**src/rtl/cla_pkg.sv**
```systemverilog
// Shared definitions for the nibble-serial CLA adder scheduler: FSM states,
// nibble width, requester count and the round-robin pick function.
package cla_pkg;

    localparam int NIBBLE_W = 4;
    localparam int NUM_REQ  = 2;

    typedef enum logic [1:0] {
        ST_IDLE = 2'd0,
        ST_RUN  = 2'd1,
        ST_DONE = 2'd2
    } cla_state_e;

    // last_id is the requester served most recently; on a tie the other one wins.
    function automatic logic [NUM_REQ-1:0] rr_pick(input logic [NUM_REQ-1:0] req,
                                                   input logic               last_id);
        logic [NUM_REQ-1:0] pick;
        pick = req;
        if (req[0] && req[1]) begin
            pick = last_id ? 2'b01 : 2'b10;
        end
        return pick;
    endfunction

endpackage

```
**src/rtl/cla_4_bit.sv**
```systemverilog
// 4-bit carry-lookahead adder slice with group propagate/generate outputs.
module cla_4_bit
    import cla_pkg::*;
(
    input  logic [NIBBLE_W-1:0] a,
    input  logic [NIBBLE_W-1:0] b,
    input  logic                cin,
    output logic [NIBBLE_W-1:0] sum,
    output logic                cout,
    output logic                pg,
    output logic                gg
);

    logic [3:0] p;
    logic [3:0] g;
    logic [4:0] c;

    assign p = a ^ b;
    assign g = a & b;

    assign c[0] = cin;
    assign c[1] = g[0] | (p[0] & cin);
    assign c[2] = g[1] | (p[1] & g[0]) | (p[1] & p[0] & cin);
    assign c[3] = g[2] | (p[2] & g[1]) | (p[2] & p[1] & g[0]) | (p[2] & p[1] & p[0] & cin);

    assign pg   = &p;
    assign gg   = g[3] | (p[3] & g[2]) | (p[3] & p[2] & g[1]) | (p[3] & p[2] & p[1] & g[0]);
    assign c[4] = gg | (pg & cin);

    assign sum  = p ^ c[3:0];
    assign cout = c[4];

endmodule

```
**src/rtl/cla_add_sched.sv**
```systemverilog
// Two-requester add scheduler: one shared 4-bit CLA walks the operands one nibble
// per cycle. Define CLA_SCHED_SUB_EN to add the per-requester subtract port.
module cla_add_sched
    import cla_pkg::*;
#(
    parameter int WIDTH = 16
)
(
    input  logic               clk,
    input  logic               rst,
    input  logic [NUM_REQ-1:0] req,
    input  logic [WIDTH-1:0]   a0,
    input  logic [WIDTH-1:0]   b0,
    input  logic [WIDTH-1:0]   a1,
    input  logic [WIDTH-1:0]   b1,
`ifdef CLA_SCHED_SUB_EN
    input  logic [NUM_REQ-1:0] sub,
`endif
    output logic [NUM_REQ-1:0] gnt,
    output logic [NUM_REQ-1:0] done,
    output logic [WIDTH-1:0]   result,
    output logic               cout,
    output logic               busy,
    output logic [1:0]         state_dbg
);

    localparam int NIB   = WIDTH / NIBBLE_W;
    localparam int CNT_W = $clog2(NIB);

    localparam logic [1:0] IDLE = ST_IDLE;
    localparam logic [1:0] RUN  = ST_RUN;
    localparam logic [1:0] DONE = ST_DONE;

    logic [1:0]          state;
    logic [CNT_W-1:0]    nib_cnt;
    logic                carry;
    logic [WIDTH-1:0]    a_q;
    logic [WIDTH-1:0]    b_q;
    logic                id_q;
    logic                last_id;

    logic                win_id;
    logic [WIDTH-1:0]    a_sel;
    logic [WIDTH-1:0]    b_sel;
    logic                cin_init;

    logic [NIBBLE_W-1:0] nib_a;
    logic [NIBBLE_W-1:0] nib_b;
    logic [NIBBLE_W-1:0] nib_sum;
    logic                nib_co;
    logic                cla_pg_unused;
    logic                cla_gg_unused;

    // Valid/ready: req is the requester's valid, gnt its ready; a transfer
    // happens on the edge at the end of any cycle where both are high.
    assign gnt       = (state == IDLE) ? rr_pick(req, last_id) : '0;
    assign win_id    = gnt[1];
    assign a_sel     = win_id ? a1 : a0;
    assign b_sel     = win_id ? b1 : b0;
    assign busy      = (state != IDLE);
    assign state_dbg = state;

    assign nib_a = a_q[int'(nib_cnt) * NIBBLE_W +: NIBBLE_W];

`ifdef CLA_SCHED_SUB_EN
    logic sub_q;

    // Subtract is a + ~b + 1: invert b per nibble and seed the carry with 1.
    assign cin_init = sub[win_id];
    assign nib_b    = sub_q ? ~b_q[int'(nib_cnt) * NIBBLE_W +: NIBBLE_W]
                            :  b_q[int'(nib_cnt) * NIBBLE_W +: NIBBLE_W];

    always_ff @(posedge clk or posedge rst) begin
        if (rst) begin
            sub_q <= 1'b0;
        end else if (gnt != '0) begin
            sub_q <= sub[win_id];
        end
    end
`else
    assign cin_init = 1'b0;
    assign nib_b    = b_q[int'(nib_cnt) * NIBBLE_W +: NIBBLE_W];
`endif

    cla_4_bit u_cla (
        .a    (nib_a),
        .b    (nib_b),
        .cin  (carry),
        .sum  (nib_sum),
        .cout (nib_co),
        .pg   (cla_pg_unused),
        .gg   (cla_gg_unused)
    );

    always_ff @(posedge clk or posedge rst) begin
        if (rst) begin
            state   <= IDLE;
            nib_cnt <= '0;
            carry   <= 1'b0;
            a_q     <= '0;
            b_q     <= '0;
            id_q    <= 1'b0;
            last_id <= 1'b1;
            result  <= '0;
            cout    <= 1'b0;
            done    <= '0;
        end else begin
            done <= '0;
            case (state)
                IDLE: begin
                    if (gnt != '0) begin
                        a_q     <= a_sel;
                        b_q     <= b_sel;
                        id_q    <= win_id;
                        last_id <= win_id;
                        nib_cnt <= '0;
                        carry   <= cin_init;
                        state   <= RUN;
                    end
                end
                RUN: begin
                    result[int'(nib_cnt) * NIBBLE_W +: NIBBLE_W] <= nib_sum;
                    carry   <= nib_co;
                    nib_cnt <= nib_cnt + 1'b1;
                    // The top nibble's carry is the operation's carry-out.
                    if (nib_cnt == CNT_W'(NIB - 1)) begin
                        cout       <= nib_co;
                        done[id_q] <= 1'b1;
                        state      <= DONE;
                    end
                end
                DONE: begin
                    state <= IDLE;
                end
                default: begin
                    state <= IDLE;
                end
            endcase
        end
    end

endmodule

```
**config.mk**
```make
export PLATFORM = sky130hd
export DESIGN_NAME = cla_add_sched
export DESIGN_NICKNAME = d
export VERILOG_FILES = /design/src/rtl/cla_pkg.sv /design/src/rtl/cla_4_bit.sv /design/src/rtl/cla_add_sched.sv
export SDC_FILE = /design/constraint.sdc
export NUM_CORES = 1
export LEC_CHECK = 0
export CAP_MARGIN = 20
export CORE_MARGIN = 4
export CORE_UTILIZATION = 30
export DETAILED_ROUTE_END_ITERATION = 16
export PLACE_DENSITY = 0.6
export SYNTH_ARGS = -nofsm -noshare
export SYNTH_HDL_FRONTEND = slang
export SYNTH_SLANG_ARGS = --single-unit
```
**constraint.sdc**
```tcl
create_clock -name clk -period 2.9 [get_ports clk]
set_clock_uncertainty 0.1 [all_clocks]
set_input_delay 0.725 -clock clk [delete_from_list [all_inputs] [get_ports clk]]
set_output_delay 0.725 -clock clk [all_outputs]
set_load 0.05 [all_outputs]
```
==> results of run 1 <==
[sequential cells by signal (all words and copies together) (netlist names)]
name / cells
a_q: 16
b_q: 16
result: 16
done: 2
nib_cnt: 2
state_dbg: 2
carry: 1
cout: 1
id_q: 1
last_id: 1
[power groups by stage]
stage,registers [mW],clock network (mW),logic (mW)
finish,1.41,0.748,2.61
global route,1.46,0.804,2.87
CTS,1.42,0.766,2.65
detailed placement,1.43,0,2.64
global placement,1.42,0,2.60
floorplan,1.70,0,1.52
[through the flow]
stage | util (%) | worst slack, ps | instance area [sq um] | power (mW)
final | 45.60 | 235.7 | 4054 | 4.767
after global routing | 45.60 | 117.5 | 4054 | 5.129
after CTS | 45.60 | 189.9 | 4054 | 4.827
after detailed placement | 43.37 | 299.5 | 3856 | 4.066
after global placement | 43.37 | 293.9 | 3856 | 4.024
after floorplan | - | 398.6 | 2800 | 3.219
[per-layer routing]
metal	share of wire, %	vias up	global-route usage [%]
met4	1.5	0	4.780
met5	0	-	0
li1	-	1096	-
met3	5.7	10	3.822
met2	48	61	21.13
met1	45	1076	16.50
[cell families after synthesis]
group / after synthesis / synth area share, %
adders and majority gates: 12 / 5.630
xor gates and xnor gates: 3 / 0.9385
muxes: 9 / 6.792
AOI/OAI and AO/OA: 59 / 16.35
DFF: 58 / 51.88
and+or+nand+nor: 90 / 14.39
buffers and inverters: 21 / 4.021
[cell usage after synthesis, types with 2 or more instances]
cell       n
ha_1      11
nand3_1    2
a22oi_1   32
mux4_2     8
buf_4      9
clkbuf_1   4
dfrtp_1   57
inv_1      7
xor2_1     2
nor2_1     3
a21o_1     3
a21oi_1    2
a22o_1    16
nand2_1   74
and4_1     2
[how the worst max path moves through the flow]
stage | from | to | slack (ps)
floorplan | nib_cnt[0]$_DFFE_PP0P_ | result[15]$_DFFE_PP0P_ | 400
global placement | req[1] | gnt[0] | 290
detailed placement | req[1] | gnt[0] | 300
CTS | state_dbg[1]$_DFFE_PP0P_ | busy | 190
global route | state_dbg[1]$_DFFE_PP0P_ | busy | 120
finish | state_dbg[1]$_DFFE_PP0P_ | busy | 240
[cell type report]
cell class / instances / area [sq um] / area share, %
Sequential cell: 58 / 1453 / 35.83
Multi-Input combinational cell: 173 / 1235 / 30.46
Timing Repair Buffer: 99 / 1003 / 24.75
Clock buffer: 14 / 162.7 / 4.012
Tap cell: 108 / 135.1 / 3.333
Clock inverter: 2 / 35.03 / 0.8642
Inverter: 8 / 30.03 / 0.7407
==> out/metrics.csv, run 1 <==
metric,value,unit
seq_power_share,29.6,%
ys_types,35,
synth_top_cell_by_area,dfrtp_1,
report.final.setup_viol,0,
cpPeakStageDelay,700,ps
antenna_violations_before_repair,0,
worstHoldPathCells,1,
synth_top_area_share,50.94,%
route.detailed.wl_per_inst,14.93,um
outcome,"finished, final reports clean",
final_report_hold_violation_count,0,
critical-path-top-delay-family,buffers and inverters,
critPathSlowestCell,clkdlybuf4s50_1,
cts_post_setup_buffers_inserted,0,
dp.final_hpwl,5209,um
die_area,10940,sq um
dieHeight,104.6,um
critPathArrivalTime,1840,ps
finalCritPeriodShare,91.87,%
postRouteAntennaNets,0,
synth_edf_count,0,
placement.io_buffers,91,
drt_iter0_markers,71,
crit_cells,3,
worstPathRequired,2080,ps
layout_commonest_cell,clkdlybuf4s50_1,
total_via_count_after_detailed_routing,2243,
finalWeightedCongestion,0.7954,
cts_repair_resize_count,0,
die_width,104.6,um
ioPinCount,92,
p_leak,1.888,nW
cts_buffer_depth,2,
fin_tns_setup,0,ps
path_clk_slew,70,ps
critical_path.startpoint_type,register,
grt_setup_unrepaired,no,
cell_internal_pwr,2.678,mW
n_antenna_cell,0,
start_util,31.49,%
reg2reg_from,nib_cnt[0]$_DFFE_PP0P_,
cts_buf_count,9,
dominantRegCellSynth,dfrtp_1,
worst_r2r_path_depth,7,
synth.yosys.seq_area_share,51.88,%
critical_path_sink_type,output pin,
hold_path_class,register to register,
remaining_global_route_overflow,0,
grt_max_degree,35,
tritoncts,built,
hp-start,id_q$_DFFE_PP0P_,
ir_drop,368.8,uV
tightest_slew,551.4,ps
synth_cells,252,
synth-seq-cells,58,
power_frac_clock,15.7,%
drive_above_1_share,10.73,%
insertion_delay,330,ps
critical_path.n_buffers_inverters,2,
worst_case_register_to_register_setup_slack,370,ps
syn-mean-instance-area,11.11,sq um
post_cts_hold_buffer_count,0,
whs_endpoint,done[0]$_DFF_PP0_,
grt_pass1_vias,2280,
numClockSinks,58,
final_cell_count_no_fill,462,
critical_path.max_fanout,5,
power.density,1176,nW/um^2
most-common-layout-cells,"clkdlybuf4s50_1, nand2_1, dfrtp_1",
syn-num-nets,332,
finalNetCount,429,
synthArstFlopShare,100.0,%
maxCapViolCount,0,
grt.total_usage,12.99,%
detail_route.first_pass.iterations,4,
yosysWarnings,0,
grt_first_pass_wirelength,11350,um
vias_per_cell,4.855,
placement_rows,34,
synth.cell_area,2800,sq um
worst_slew_margin,63.19,%
h-tree-depth,3,
layout_filler_cell_count,858,
finalMaxSlewViolations,0,
drt_wl_total,6898,um
place_inst,446,
critical_path.cell_chain,"nor2_1, inv_1, clkdlybuf4s50_1",
worst_r2r_endpoint,result[15]$_DFFE_PP0P_,
area_delta_synth_final,44.77,%
comb_power_share,54.7,%
final_worst_hold_slack,363.4,ps
core_region_area,8891,sq um
switching_power,2.089,mW
fmax,0.3753,GHz
detail_route.drc_violations,0,
setup.worst_path.class,register to output pin,
p_sw_share,43.82,%
post_synth_main_area_contributors,"dfrtp_1, nand2_1, a22oi_1",
cts-root-buf,clkbuf_8,
final_period_minus_worst_setup_slack,2664,ps
Note: power is estimated with default switching activity, not from simulation.
==> run 2, diff against run 1 <==
--- a/config.mk
+++ b/config.mk
@@ -5,6 +5,7 @@
 export SDC_FILE = /design/constraint.sdc
 export NUM_CORES = 1
 export LEC_CHECK = 0
+export ABC_AREA = 1
 export CAP_MARGIN = 20
 export CORE_MARGIN = 4
 export CORE_UTILIZATION = 30
==> out/metrics.csv, run 2 <==
metric,value,unit
detail_route.first_pass.iterations,4,
critical_path.n_buffers_inverters,3,
syn-mean-instance-area,8.023,sq um
critical_path.max_fanout,4,
yosysWarnings,0,
setup.worst_path.class,input pin to output pin,
grt_pass1_vias,2685,
route.detailed.wl_per_inst,12.55,um
vias_per_cell,4.446,
final_report_hold_violation_count,0,
drt_wl_total,7431,um
worstPathRequired,2080,ps
most-common-layout-cells,"nand2_1, clkdlybuf4s50_1, dfrtp_1",
finalWeightedCongestion,0.8043,
tritoncts,built,
area_delta_synth_final,42.48,%
utilization,44.65,%
synth.yosys.seq_area_share,49.47,%
dp.final_hpwl,5677,um
synth_edf_count,0,
start_util,31.34,%
h-tree-depth,3,
multiInputGateArea,1306,sq um
total_via_count_after_detailed_routing,2632,
synth_top_area_share,48.57,%
insertion_delay,340,ps
hp-start,id_q$_DFFE_PP0P_,
worst_slew_margin,60.48,%
p_leak,1.939,nW
grt_first_pass_wirelength,12650,um
n_antenna_cell,0,
critical_path.startpoint_type,input pin,
grt_setup_unrepaired,no,
worst_case_register_to_register_setup_slack,490,ps
postRouteAntennaNets,0,
library_cell_with_the_highest_instance_count_after_synthesis,nand2_1,
cpPeakStageDelay,470,ps
drt_iter0_markers,76,
antenna_violations_before_repair,0,
postLayoutCellArea,4184,sq um
remaining_global_route_overflow,0,
cts_buf_count,9,
post_synth_main_area_contributors,"dfrtp_1, nand2_1, nand3_1",
ir_drop,344.7,uV
finalMaxSlewViolations,0,
die_width,106.9,um
reg2reg_from,nib_cnt[0]$_DFFE_PP0P_,
post_cts_hold_buffer_count,0,
reg.largest.list,"a_q (16), b_q (16), result (16)",
cts-root-buf,clkbuf_8,
critical_path.cell_chain,"clkdlybuf4s50_1, a21boi_0, nand2_1, inv_1, buf_12",
maxUsedRoutingLayer,met4,
numClockSinks,58,
synth-seq-cells,58,
power.density,1129,nW/um^2
critical_path_sink_type,output pin,
worst_r2r_endpoint,result[10]$_DFFE_PP0P_,
dominantRegCellSynth,dfrtp_1,
critPathArrivalTime,1830,ps
fin_tns_setup,0,ps
cts_post_setup_buffers_inserted,0,
cts_repair_resize_count,0,
dpl_cell_area,3999,sq um
hold_path_class,register to register,
core_region_area,9371,sq um
critPathSlowestCell,clkdlybuf4s50_1,
maxCapViolCount,0,
syn-num-nets,446,
finalCritPeriodShare,91.66,%
layout_commonest_cell,nand2_1,
report.final.setup_viol,0,
worst_r2r_path_depth,9,
fmax,0.3762,GHz
synthArstFlopShare,100.0,%
path_clk_slew,60,ps
synth.cell_area,2937,sq um
sequential_cell_area,1453,sq um
placement.io_buffers,91,
cts_buffer_depth,2,
layout_filler_cell_count,962,
finalNetCount,539,
ys_types,30,
dieHeight,106.9,um
ioPinCount,92,
synth_top_cells_by_count,"nand2_1, dfrtp_1, nand3_1",
whs_endpoint,done[0]$_DFF_PP0_,
wl_met1,3512,um
drive_above_1_share,7.127,%
synth_cells,366,
grt.total_usage,13.83,%
worstHoldPathCells,1,
detail_route.drc_violations,0,
die_area,11440,sq um
placement_rows,35,
outcome,"finished, final reports clean",
final_period_minus_worst_setup_slack,2658,ps
critical-path-top-delay-family,buffers and inverters,
grt_max_degree,35,
route.met3.wl,508,um
synth_top_cell_by_area,dfrtp_1,
tightest_slew,592.0,ps
wl_met2,3306,um
run 2: cell types whose count changed after synthesis, moves of 7 or more:
cell / delta
nand2_1: +64
nand3_1: +35
a22oi_1: -32
o21ai_0: +28
nor2_1: +18
a22o_1: -16
inv_1: +12
mux4_2: -8
o22ai_1: +8
buf_2: +7
run 2: routing by layer:
| metal | up-vias | global-route usage, % |
|---|---|---|
| met5 | - | 0 |
| met4 | 0 | 4.475 |
| met3 | 8 | 4.576 |
| met2 | 70 | 21.40 |
| met1 | 1178 | 18.27 |
| li1 | 1376 | - |
run 2: how the worst max path moves through the flow:
stage | from | end | slack (ps) | cells after the start
2_1_floorplan | rst | a_q[0]$_DFFE_PP0P_ | 650 | 1
3_3_place_gp | req[1] | gnt[1] | 220 | 5
3_5_place_dp | req[1] | gnt[1] | 240 | 5
4_1_cts | req[1] | gnt[1] | 230 | 5
5_1_grt | req[1] | gnt[1] | 100 | 5
6_report | req[1] | gnt[1] | 240 | 5
run 2: area by class of cell:
| type | count | area share, % |
|---|---|---|
| inverter | 24 | 2.153 |
| clock inverter | 3 | 0.9569 |
| timing repair buffer | 97 | 23.62 |
| tap | 129 | 3.858 |
| clock buffer | 12 | 3.469 |
| sequential | 58 | 34.72 |
| multi-input combinational | 269 | 31.22 |
run 2: cells by family (layout without fill, tap and decap cells):
kind of cell             Yosys count  in the layout  share of synthesized area, %
AO/OA/AOI/OAI                     48             48                         8.862
buffers and inverters             39            136                         6.050
AND/OR/NAND/NOR                  207            207                         29.66
adder cells (fa/ha/maj)           12             12                         5.369
flip-flops                        58             58                         49.47
XOR/XNOR                           2              2                        0.5966
run 2: where the power goes:
part	internal (mW)	switching, mW
registers	1.16	0.183
clock network	0.413	0.302
logic	0.925	1.74
total	2.50	2.22
run 2: per-stage QoR:
stage	power, mW	setup WS (ps)	hold slack, ps	std cells
finish	4.722	241.9	323.3	592
global route	5.203	96.74	333.5	592
CTS	4.795	233.1	326.2	592
detailed placement	4.068	241.9	315.4	577
global placement	4.019	220.8	311.3	577
floorplan	3.252	648.7	303.2	366
==> run 3, diff against run 2 <==
--- a/config.mk
+++ b/config.mk
@@ -11,6 +11,7 @@
 export CORE_UTILIZATION = 30
 export DETAILED_ROUTE_END_ITERATION = 16
 export PLACE_DENSITY = 0.6
+export RECOVER_POWER = 100
 export SYNTH_ARGS = -nofsm -noshare
 export SYNTH_HDL_FRONTEND = slang
 export SYNTH_SLANG_ARGS = --single-unit
==> out/metrics.csv, run 3 (same netlist as run 2, synthesis figures left out) <==
metric,value,unit
outcome,"finished, final reports clean",
insertion_delay,340,ps
finalWeightedCongestion,0.8043,
reg2reg_from,nib_cnt[0]$_DFFE_PP0P_,
reg.largest.list,"a_q (16), b_q (16), result (16)",
start_util,31.34,%
worst_case_register_to_register_setup_slack,480,ps
worst_r2r_path_depth,9,
critical_path_sink_type,output pin,
worstSetupStartpoint,req[0],
layout_commonest_cell,nand2_1,
finalMaxSlewViolations,0,
remaining_global_route_overflow,0,
route.detailed.wl_per_inst,12.54,um
dp.final_hpwl,5677,um
setup.worst_path.class,input pin to output pin,
cts_repair_resize_count,0,
cts_post_setup_buffers_inserted,0,
fin_tns_setup,0,ps
detail_route.first_pass.iterations,4,
worst_r2r_endpoint,result[10]$_DFFE_PP0P_,
postRouteAntennaNets,0,
cts-root-buf,clkbuf_8,
critPathArrivalTime,1840,ps
post_cts_hold_buffer_count,0,
grt_max_degree,35,
grt_pass1_vias,2685,
sequential_cell_area,1453,sq um
placement.io_buffers,91,
cell_internal_pwr,2.449,mW
hold_path_class,register to register,
ioPinCount,92,
die_area,11440,sq um
cts_buffer_depth,2,
fmax,0.3748,GHz
numClockSinks,58,
critPathSlowestCell,clkdlybuf4s50_1,
tightest_slew,1014,ps
die_width,106.9,um
p_leak,2.010,nW
placement_rows,35,
dieHeight,106.9,um
finalNetCount,539,
critical_path.startpoint_type,input pin,
drt_wl_total,7423,um
vias_per_cell,4.463,
critical_path.endpoint,gnt[0],
comb_power_share,55.9,%
drive_above_1_share,6.263,%
report.power.total,4.655,mW
report.final.setup_viol,0,
h-tree-depth,3,
critical_path.cell_chain,"clkdlybuf4s50_1, nand3_1, inv_1, dlymetal6s2s_1",
grt.total_usage,13.83,%
tritoncts,built,
maxCapViolCount,0,
final_report_hold_violation_count,0,
n_antenna_cell,0,
detail_route.drc_violations,0,
grt_first_pass_wirelength,12650,um
total_via_count_after_detailed_routing,2642,
ir_drop,343.6,uV
cts_buf_count,9,
critical_path.max_fanout,2,
switching_power,2.205,mW
antenna_violations_before_repair,0,
power_frac_clock,15.4,%
area_delta_synth_final,41.54,%
cpPeakStageDelay,480,ps
core_region_area,9371,sq um
seq_power_share,28.7,%
multiInputGateArea,1306,sq um
final_period_minus_worst_setup_slack,2668,ps
drt_iter0_markers,79,
most-common-layout-cells,"nand2_1, clkdlybuf4s50_1, dfrtp_1",
grt_setup_unrepaired,no,
worstPathRequired,2080,ps
path_clk_slew,60,ps
power.density,1120,nW/um^2
worst_slew_margin,32.33,%
finalCritPeriodShare,92.01,%
layout_filler_cell_count,965,
p_sw_share,47.38,%
run 3: changes by cell type in the layout (fill, tap and decap cells not counted), sizes merged:
| cell | before | now |
|---|---|---|
| buf | 8 | 4 |
| dlygate4sd3 | 0 | 23 |
| dlymetal6s2s | 0 | 1 |
| clkdlybuf4s50 | 89 | 66 |
| clkbuf | 12 | 15 |
run 3: area by class of cell:
| cell class | instances | area share, % |
|---|---|---|
| tap | 129 | 3.883 |
| clock buffer | 12 | 3.492 |
| timing repair buffer | 97 | 23.12 |
| sequential | 58 | 34.95 |
| multi-input combinational | 269 | 31.43 |
| inverter | 24 | 2.167 |
| clock inverter | 3 | 0.9633 |
run 3: power by group through the flow:
stage               Sequential, mW  Clock [mW]  Combinational (mW)
finish                        1.34       0.716                2.60
floorplan                     1.62           0                1.63
detailed placement            1.36           0                2.71
global route                  1.39       0.780                2.96
global placement              1.36           0                2.66
CTS                           1.35       0.732                2.72
run 3: worst min-delay path by stage:
| stage | start | to | slack [ps] | cells past startpoint |
|---|---|---|---|---|
| 2_1_floorplan | id_q$_DFFE_PP0P_ | done[0]$_DFF_PP0_ | 300 | 1 |
| 3_3_place_gp | id_q$_DFFE_PP0P_ | done[0]$_DFF_PP0_ | 310 | 1 |
| 3_5_place_dp | id_q$_DFFE_PP0P_ | done[0]$_DFF_PP0_ | 320 | 1 |
| 4_1_cts | id_q$_DFFE_PP0P_ | done[0]$_DFF_PP0_ | 330 | 1 |
| 5_1_grt | id_q$_DFFE_PP0P_ | done[0]$_DFF_PP0_ | 330 | 1 |
| 6_report | id_q$_DFFE_PP0P_ | done[0]$_DFF_PP0_ | 320 | 1 |
run 3: layer usage:
layer  up-vias  share of wire (%)  track usage [%]
li1       1374                  -                -
met1      1189                 48            18.27
met2        70                 45            21.40
met3         9                6.2            4.576
met4         0                1.5            4.475
met5         -                  0                0
run 3: critical path: cells and delay by family:
| family | cells | cell delay, ps |
|---|---|---|
| and+or+nand+nor | 1 | 110 |
| buffers and inverters | 3 | 1000 |
run 3: stage by stage:
| step | hold slack, ps | area (sq um) | setup WS, ps | std cells | utilization [%] |
|---|---|---|---|---|---|
| floorplan | 303.2 | 2937 | 648.7 | 366 | - |
| global placement | 311.3 | 3999 | 220.8 | 577 | 42.67 |
| detailed placement | 315.4 | 3999 | 241.9 | 577 | 42.67 |
| CTS | 326.2 | 4184 | 233.1 | 592 | 44.65 |
| global route | 333.5 | 4156 | 79.45 | 592 | 44.35 |
| finish | 322.8 | 4156 | 231.6 | 592 | 44.35 |
